## src/rtl/sum_accumulator.sv

```systemverilog
// sum_accumulator - reduces LEN signed sum beats (or fewer on flush) into one wide total
// Two-state FSM: ACCUM takes beats, DONE holds the result until the consumer accepts it.
module sum_accumulator #(
  parameter int DATAW = 32,
  parameter int ACCW  = 48,
  parameter int LEN   = 16,
  localparam int CNTW = $clog2(LEN + 1)
) (
  input  logic             clk_i,
  input  logic             rst_i,
  input  logic [DATAW-1:0] sum_i,
  input  logic             in_valid_i,
  output logic             in_ready_o,
  input  logic             flush_i,
  output logic [ACCW-1:0]  acc_o,
  output logic [CNTW-1:0]  count_o,
  output logic             ovf_o,
  output logic             out_valid_o,
  input  logic             out_ready_i
);

  typedef enum logic {ACCUM, DONE} state_t;

  state_t                  state, next_state;
  logic signed [ACCW-1:0]  acc;
  logic signed [ACCW-1:0]  sum_ext;
  logic signed [ACCW-1:0]  acc_sum;
  logic [CNTW-1:0]         cnt;
  logic [CNTW-1:0]         cnt_inc;
  logic                    ovf;
  logic                    add_ovf;
  logic                    in_beat;
  logic                    out_beat;
  logic                    close;

  always_comb begin
    sum_ext  = ACCW'($signed(sum_i));
    acc_sum  = acc + sum_ext;
    add_ovf  = (acc[ACCW-1] == sum_ext[ACCW-1]) && (acc_sum[ACCW-1] != acc[ACCW-1]);
    cnt_inc  = cnt + CNTW'(1);
    in_beat  = in_valid_i & in_ready_o;
    out_beat = out_valid_o & out_ready_i;
    // A full count closes regardless of flush; a lone flush only closes a non-empty reduction.
    if (in_beat)
      close = (cnt_inc == CNTW'(LEN)) || flush_i;
    else
      close = flush_i && (cnt != '0);
  end

  always_ff @(posedge clk_i) begin
    if (rst_i)
      state <= ACCUM;
    else
      state <= next_state;
  end

  always_comb begin
    next_state = state;
    case (state)
      ACCUM:   if (close) next_state = DONE;
      DONE:    if (out_ready_i) next_state = ACCUM;
      default: next_state = ACCUM;
    endcase
  end

  // in_ready depends only on state and reset, never on out_ready_i.
  always_comb begin
    in_ready_o  = (state == ACCUM) && !rst_i;
    out_valid_o = (state == DONE);
  end

  always_ff @(posedge clk_i) begin
    if (rst_i) begin
      acc <= '0;
      cnt <= '0;
      ovf <= 1'b0;
    end else if (out_beat) begin
      acc <= '0;
      cnt <= '0;
      ovf <= 1'b0;
    end else if (in_beat) begin
      acc <= acc_sum;
      cnt <= cnt_inc;
      ovf <= ovf | add_ovf;
    end
  end

  assign acc_o   = acc;
  assign count_o = cnt;
  assign ovf_o   = ovf;

endmodule

```

## config.mk

```make
export PLATFORM = sky130hd
export DESIGN_NAME = sum_accumulator
export DESIGN_NICKNAME = d
export VERILOG_FILES = /design/src/rtl/sum_accumulator.sv
export SDC_FILE = /design/constraint.sdc
export NUM_CORES = 1
export LEC_CHECK = 0
export CORE_MARGIN = 3
export CORE_UTILIZATION = 48
export DETAILED_ROUTE_END_ITERATION = 10
export PLACE_DENSITY = 0.78
export SETUP_SLACK_MARGIN = 0.3
export SYNTH_ARGS = -nofsm -noshare
export SYNTH_HDL_FRONTEND = slang
export SYNTH_SLANG_ARGS = --single-unit
```

## constraint.sdc

```tcl
create_clock -name clk_i -period 3.24 [get_ports clk_i]
set_input_delay 0.648 -clock clk_i [delete_from_list [all_inputs] [get_ports clk_i]]
set_output_delay 0.648 -clock clk_i [all_outputs]
set_load 0.01 [all_outputs]
```

==> results of run 1 <==
[metal layers]
layer,up-vias,track usage (%),share of wire (%)
li1,2666,-,-
met1,2712,35.2,40
met2,289,50.7,49
met3,68,5.11,6.9
met4,0,11.6,3.4
met5,-,0,0
[Yosys cell counts, drive strengths merged (2+ instances only)]
| cell | n |
|---|---|
| a221oi | 5 |
| o21ai | 49 |
| and3 | 10 |
| xor2 | 18 |
| o211ai | 4 |
| o21bai | 9 |
| ha | 50 |
| nor2 | 30 |
| nand2 | 111 |
| nand2b | 5 |
| a211oi | 7 |
| a21oi | 82 |
| and2 | 5 |
| nor3 | 5 |
| xnor2 | 24 |
| or3 | 6 |
| nand4 | 9 |
| dfxtp | 55 |
| nor2b | 5 |
| a31o | 2 |
| a2111oi | 2 |
| a31oi | 7 |
| nand3 | 9 |
| nor4b | 2 |
| a21o | 25 |
| o21a | 3 |
| inv | 16 |
| mux2i | 3 |
| a221o | 2 |
| clkbuf | 26 |
| a311oi | 3 |
| o31ai | 5 |
| o211a | 2 |
[worst min path at each step]
stage | depth (start not counted) | to | start
after CTS | 2 | ovf_o | ovf_o
after global placement | 2 | ovf_o | ovf_o
after floorplan | 2 | ovf_o | ovf_o
after detailed placement | 2 | ovf_o | ovf_o
final | 2 | ovf_o | ovf_o
after global routing | 2 | acc_o[40] | acc_o[40]
[critical path, delay by kind of cell]
family | cells | cell delay [ns]
AO/OA/AOI/OAI | 6 | 1.14
AND/OR/NAND/NOR | 2 | 0.20
XOR/XNOR | 1 | 0.17
buffers and inverters | 5 | 0.76
adder cells (fa/ha/maj) | 1 | 0.29
[power by group through the flow]
stage                     Sequential [mW]  Combinational, mW  Clock, mW
final                               0.869               1.83      0.440
after global routing                0.880               1.96      0.461
after CTS                           0.859               1.64      0.440
after detailed placement            0.864               1.52          0
after global placement              0.860               1.48          0
after floorplan                     0.884              0.792          0
[cells by family after synthesis]
logic type / Yosys count
compound gates: 220
xor+xnor: 42
fa+ha+maj: 51
buf+inv: 42
flops: 55
mux: 3
simple gates: 201
[registers in the layout (all words and copies together), names as in the netlist]
signal       count
acc_o           48
out_valid_o      1
count_o          5
ovf_o            1
[layout make-up]
class                   instances  area (um^2)
inverters                      16         60.1
flip-flops and latches         55         1100
well taps                     129          161
repair buffers                235         2020
clock inverters                 3         28.8
clock buffers                   5         68.8
fillers                       568         1750
multi-input cells             517         4050
[repair_timing]
item,in CTS,in global routing
gates resized for setup,88,59
hold endpoints to repair,0,0
pin swaps,40,37
gates cloned,0,0
hold buffers,0,0
buffers inserted,12,6
endpoints found under the setup margin,29,26
[per-stage QoR]
step	utilization [%]	TNS, ns	hold slack, ns	instances	cell area [um^2]
floorplan	-	0	0.473	614	4600
global placement	70.6	-5.86	0.441	934	6530
detailed placement	70.6	-7.65	0.459	934	6530
CTS	77.2	0	0.476	954	7130
global route	81.0	0	0.506	960	7490
finish	81.0	0	0.475	960	7490
==> impl_metrics.sql, run 1 <==
INSERT INTO impl_metrics (metric_group, metric, value, unit) VALUES
('status', 'status', 'finished clean', ''),
('sta', 'report.final.hold_viol_count', '0', ''),
('sta', 'rsz_0062_raised_after_global_routing', 'true', ''),
('setup_path', 'crit_path_frequent_cell', 'sky130_fd_sc_hd__buf_4', ''),
('job', 'max-cap-violations', '0', ''),
('setup_path', 'critPathCaptureType', 'flop', ''),
('synth', 'synth_top_cell_area_share', '24.0', '%'),
('synth', 'ys_async_sr_fraction', '0', '%'),
('grt', 'gr-total-overflow', '0', ''),
('power', 'cellInternalPower', '1.85', 'mW'),
('finish', 'final_nets', '918', ''),
('setup_path', 'r2r_end', 'acc_o[47]', ''),
('finish', 'mostFrequentLayoutCell', 'sky130_fd_sc_hd__buf_4', ''),
('setup_path', 'startpoint', 'sum_i[8]', ''),
('synth', 'largest_family_of_logic_cells_by_synthesized_area', 'compound AO/OA/AOI/OAI gates', ''),
('detailed_routing', 'wirelength', '17.6', 'mm'),
('clocking', 'tritoncts', 'built', ''),
('synth', 'post_synth_inst_count', '614', ''),
('finish', 'num_antenna_cells', '0', ''),
('detailed_routing', 'post_detailed_route_count_of_antenna_violating_nets', '0', ''),
('synth', 'synth.yosys.seq_area_share', '24.0', '%'),
('power', 'power.switching', '1.28', 'mW'),
('synth', 'synthesis.nets', '702', ''),
('setup_path', 'setup.worst_path.end', 'acc_o[16]', ''),
('synth', 'largest_cells_by_area_after_synthesis', 'sky130_fd_sc_hd__dfxtp_1 (24%), sky130_fd_sc_hd__ha_1 (14%), sky130_fd_sc_hd__nand2_1 (9.1%), sky130_fd_sc_hd__a21oi_1 (8.9%), sky130_fd_sc_hd__xnor2_1 (4.6%)', ''),
('sta', 'worst_slew_pin_slew', '0.580', 'ns'),
('setup_path', 'cpMaxStageDelayCell', 'sky130_fd_sc_hd__a211oi_2', ''),
('synth', 'synth-main-ff-cell', 'sky130_fd_sc_hd__dfxtp_1', ''),
('synth', 'synthesized_area_fraction_occupied_by_ao_oa_aoi_and_oai_cells', '30.1', '%'),
('synth', 'yosys.cell_types.count', '56', ''),
('hold_path', 'hold_class', 'flop to flop', ''),
('setup_path', 'reg2reg_depth', '11', ''),
('detailed_routing', 'vias', '5735', ''),
('grt', 'grt_max_degree', '32', ''),
('detailed_routing', 'drt-initial-drc-count', '382', ''),
('power', 'power', '3.13', 'mW'),
('sta', 'final_max_slew_viol_count', '0', ''),
('synth', 'yosys_register_bits', '55', ''),
('power', 'cellLeakagePower', '3.21', 'nW'),
('sta', 'setup_violations', '0', ''),
('synth', 'synth_xor_area_share', '8.03', '%'),
('sta', 'post-route-min-period', '2.96', 'ns'),
('floorplan', 'design.portCount', '93', ''),
('finish', 'synthesis_to_finish_area_growth', '63.5', '%'),
('setup_path', 'cp_data_required_time', '3.50', 'ns'),
('synth', 'muxShareOfSynthArea', '0.656', '%'),
('finish', 'mostFrequentLayoutCells', 'sky130_fd_sc_hd__buf_4 (137), sky130_fd_sc_hd__nand2_1 (104), sky130_fd_sc_hd__clkdlybuf4s50_1 (67)', ''),
('clocking', 'numCtsBuffers', '5', ''),
('grt', 'number_of_global_route_vias_before_repair', '5637', ''),
('floorplan', 'chipWidth', '104', 'um'),
('floorplan', 'die_height', '104', 'um'),
('floorplan', 'rows', '35', ''),
('clocking', 'worstSkewPairLatency', '0.34', 'ns'),
('detailed_routing', 'route.detailed.vias_per_inst', '5.97', ''),
('clocking', 'cts_buffer_depth', '2', ''),
('power', 'pwr-share-seq', '27.7', '%'),
('sta', 'worst_slack', '0.276', 'ns'),
('setup_path', 'cp_slowest_stage_delay', '0.35', 'ns'),
('detailed_routing', 'post_drt_wl_per_cell', '18.4', 'um'),
('setup_path', 'rr_startpoint', 'acc_o[1]', ''),
('power', 'power_density', '419', 'nW/um^2'),
('synth', 'syn_area', '4580', 'um^2'),
('placement', 'port_buffers', '92', ''),
('placement', 'dp.final_hpwl', '11.5', 'mm'),
('setup_path', 'setup.worst_path.class', 'primary input to flop', ''),
('synth', 'synth_enable_flop_cells', '0', ''),
('detailed_routing', 'route.detailed.drc', '0', ''),
('synth', 'synth_adder_area_share', '14.1', '%'),
('sta', 'timing.clock.skew', '0.0133', 'ns'),
('synth', 'synth_top_cell_by_area', 'sky130_fd_sc_hd__dfxtp_1', ''),
('placement', 'dpl_worst_slack', '-0.516', 'ns');
Note: power is estimated with default switching activity, not from simulation.
==> run 2, diff against run 1 <==
- CTS_BUF_LIST: unset -> sky130_fd_sc_hd__clkbuf_16
==> impl_metrics.sql, run 2 (synthesis gave the netlist of run 1 again) <==
INSERT INTO impl_metrics (metric_group, metric, value, unit) VALUES
('status', 'status', 'finished clean', ''),
('placement', 'port_buffers', '92', ''),
('power', 'power', '3.37', 'mW'),
('power', 'peakVddDrop', '0.271', 'mV'),
('hold_path', 'timing.hold.worst.start', 'ovf_o', ''),
('grt', 'gr-total-overflow', '0', ''),
('setup_path', 'crit_path_start_kind', 'primary input', ''),
('power', 'cellLeakagePower', '3.26', 'nW'),
('setup_path', 'critical_path.n_buffers_inverters', '3', ''),
('floorplan', 'die_area', '10700', 'um^2'),
('setup_path', 'worst-path-max-fanout', '5', ''),
('finish', 'multiInputGateArea', '4120', 'um^2'),
('grt', 'grt_util_met3', '4.92', '%'),
('floorplan', 'rows', '35', ''),
('grt', 'globalRoute.busiestLayer', 'met2', ''),
('finish', 'mostFrequentLayoutCell', 'sky130_fd_sc_hd__buf_4', ''),
('sta', 'worst_slew_pin_slew', '0.683', 'ns'),
('placement', 'dp.final_hpwl', '11.5', 'mm'),
('clocking', 'clockRootBuffer', 'sky130_fd_sc_hd__clkbuf_16', ''),
('setup_path', 'path_cells', 'clkdlybuf4s15_1 -> ha_4 -> o211ai_1 -> o211ai_1 -> buf_4 -> buf_4 -> nand2_1 -> o21ai_0 -> a31oi_1 -> o21ai_0 -> xor2_1 -> nand2_1 -> a21oi_1', ''),
('sta', 'max_freq', '340', 'MHz'),
('detailed_routing', 'route.detailed.drc', '0', ''),
('setup_path', 'setup.worst_path.class', 'primary input to flop', ''),
('floorplan', 'chipWidth', '104', 'um'),
('sta', 'worst_hold_slack', '0.479', 'ns'),
('detailed_routing', 'drt-pass1-iter-count', '5', ''),
('job', 'max-cap-violations', '0', ''),
('placement', 'place.gp.congestion', '0.934', ''),
('grt', 'overall_fraction_of_global_route_tracks_in_use', '29.6', '%'),
('floorplan', 'fp.coreArea', '9240', 'um^2'),
('detailed_routing', 'drt-initial-drc-count', '550', ''),
('sta', 'post-route-period-util', '90.7', '%'),
('power', 'power_density', '439', 'nW/um^2'),
('sta', 'slew_headroom', '54.5', '%'),
('finish', 'num_antenna_cells', '0', ''),
('finish', 'post-route-util', '83.1', '%'),
('setup_path', 'critPathCaptureType', 'flop', ''),
('finish', 'post_route_cells_drive_above_1_share', '32.9', '%'),
('hold_path', 'hold_class', 'flop to flop', ''),
('detailed_routing', 'wirelength', '18.9', 'mm'),
('detailed_routing', 'post_drt_wl_per_cell', '19.4', 'um'),
('floorplan', 'initial_utilization', '49.6', '%'),
('setup_path', 'rr_startpoint', 'acc_o[1]', ''),
('detailed_routing', 'route.detailed.vias_per_inst', '6.20', ''),
('sta', 'setup_violations', '0', ''),
('finish', 'largest_register_ff_count', '48', ''),
('clocking', 'htree_num_levels', '2', ''),
('sta', 'rsz_0062_raised_after_global_routing', 'true', ''),
('clocking', 'numClockSinks', '55', ''),
('grt', 'number_of_global_route_vias_before_repair', '5779', ''),
('sta', 'final_max_slew_viol_count', '0', ''),
('sta', 'timing.clock.skew', '0.00796', 'ns'),
('grt', 'grt_antenna_before_repair', '0', ''),
('grt', 'groute.layer.met1.usage', '35.8', '%'),
('clocking', 'path_clk_slew', '0.08', 'ns'),
('sta', 'report.final.hold_viol_count', '0', ''),
('grt', 'groute.layer.met2.usage', '52.7', '%'),
('floorplan', 'design.portCount', '93', ''),
('sta', 'post-route-min-period', '2.94', 'ns'),
('grt', 'global_route_wire_length_before_repair', '27.1', 'mm'),
('detailed_routing', 'post_detailed_route_count_of_antenna_violating_nets', '0', ''),
('finish', 'mostFrequentLayoutCells', 'sky130_fd_sc_hd__buf_4 (146), sky130_fd_sc_hd__nand2_1 (105), sky130_fd_sc_hd__clkdlybuf4s50_1 (67)', ''),
('finish', 'fillers', '498', ''),
('clocking', 'numCtsBuffers', '5', ''),
('finish', 'final_cell_count_no_fill', '971', ''),
('setup_path', 'cp_top_family', 'compound AO/OA/AOI/OAI gates', ''),
('setup_path', 'critPathArrivalTime', '3.17', 'ns'),
('detailed_routing', 'vias', '6020', ''),
('clocking', 'worstSkewPairLatency', '0.30', 'ns'),
('clocking', 'tritoncts', 'built', ''),
('setup_path', 'startpoint', 'sum_i[4]', ''),
('setup_path', 'cp_data_required_time', '3.47', 'ns'),
('placement', 'placed_cells', '934', ''),
('clocking', 'cts_hold_buf', '0', ''),
('setup_path', 'cp_slowest_stage_delay', '0.34', 'ns'),
('grt', 'grt_max_degree', '32', ''),
('finish', 'sequential_cell_area', '1100', 'um^2'),
('clocking', 'cts_buffer_depth', '2', ''),
('setup_path', 'cpMaxStageDelayCell', 'sky130_fd_sc_hd__o21ai_0', ''),
('finish', 'synthesis_to_finish_area_growth', '67.7', '%'),
('floorplan', 'die_height', '104', 'um'),
('finish', 'final_nets', '929', '');
## run 2: power breakdown
group	switching, mW	total [mW]	internal, mW
sequential	0.108	0.872	0.765
clock	0.294	0.591	0.297
combinational	0.943	1.91	0.963
## run 2: per-layer routing
metal  vias to the layer above  routed length (um)
met5                         -                   0
li1                       2678                   -
met1                      2792                7190
met2                       444                9130
met3                       106                1700
met4                         0                 849
## run 2: repair_timing
action	4_1_cts	5_1_grt
setup endpoints to repair	33	21
resized for setup	110	80
pin swaps	53	54
buffers inserted	14	15
cloned	0	0
## run 2: area by class of cell
class,instances,area share [%]
Clock buffer,5,1.63
Clock inverter,3,0.375
Inverter,16,0.782
Multi-Input combinational cell,517,53.6
Sequential cell,55,14.3
Tap cell,129,2.10
Timing Repair Buffer,246,27.1
## run 2: stage by stage
| step | worst slack, ns | setup TNS, ns | cell area (um^2) |
|---|---|---|---|
| after floorplan | 0.150 | 0 | 4600 |
| after global placement | -0.443 | -5.86 | 6530 |
| after detailed placement | -0.516 | -7.65 | 6530 |
| after CTS | 0.272 | 0 | 7310 |
| after global routing | 0.101 | 0 | 7680 |
| final | 0.301 | 0 | 7680 |
## run 2: path summary, 6_finish.rpt
| kind | slack, ns | end | depth (start not counted) |
|---|---|---|---|
| setup / recovery | 0.30 | acc_o[13] | 13 |
| hold / removal | 0.48 | ovf_o | 2 |
| setup reg to reg | 0.34 | acc_o[47] | 11 |
| hold reg to reg | 0.48 | ovf_o | 2 |
## run 2: worst min-delay path, cell delays in order, from the launching register on
cell and delay (ns):
sky130_fd_sc_hd__dfxtp_1 0.32, sky130_fd_sc_hd__nand2_1 0.05, sky130_fd_sc_hd__o21ai_1 0.06
==> run 3, diff against run 2 <==
--- a/config.mk
+++ b/config.mk
@@ -6,4 +6,5 @@
 export NUM_CORES = 1
 export LEC_CHECK = 0
+export CAP_MARGIN = 0
 export CORE_MARGIN = 3
 export CORE_UTILIZATION = 48
==> constraint.sdc (replaced) <==
create_clock -name clk_i -period 3.24 [get_ports clk_i]
set_input_delay 0.648 -clock clk_i [delete_from_list [all_inputs] [get_ports clk_i]]
set_output_delay 0.648 -clock clk_i [all_outputs]
set_load 0.02 [all_outputs]
==> results of run 3 <==
Same layout as run 2 (identical final DEF). Status: finished clean.
Among the figures that moved: total power 3.37 mW -> 3.44 mW; worst IR drop on VDD 0.271 mV -> 0.272 mV
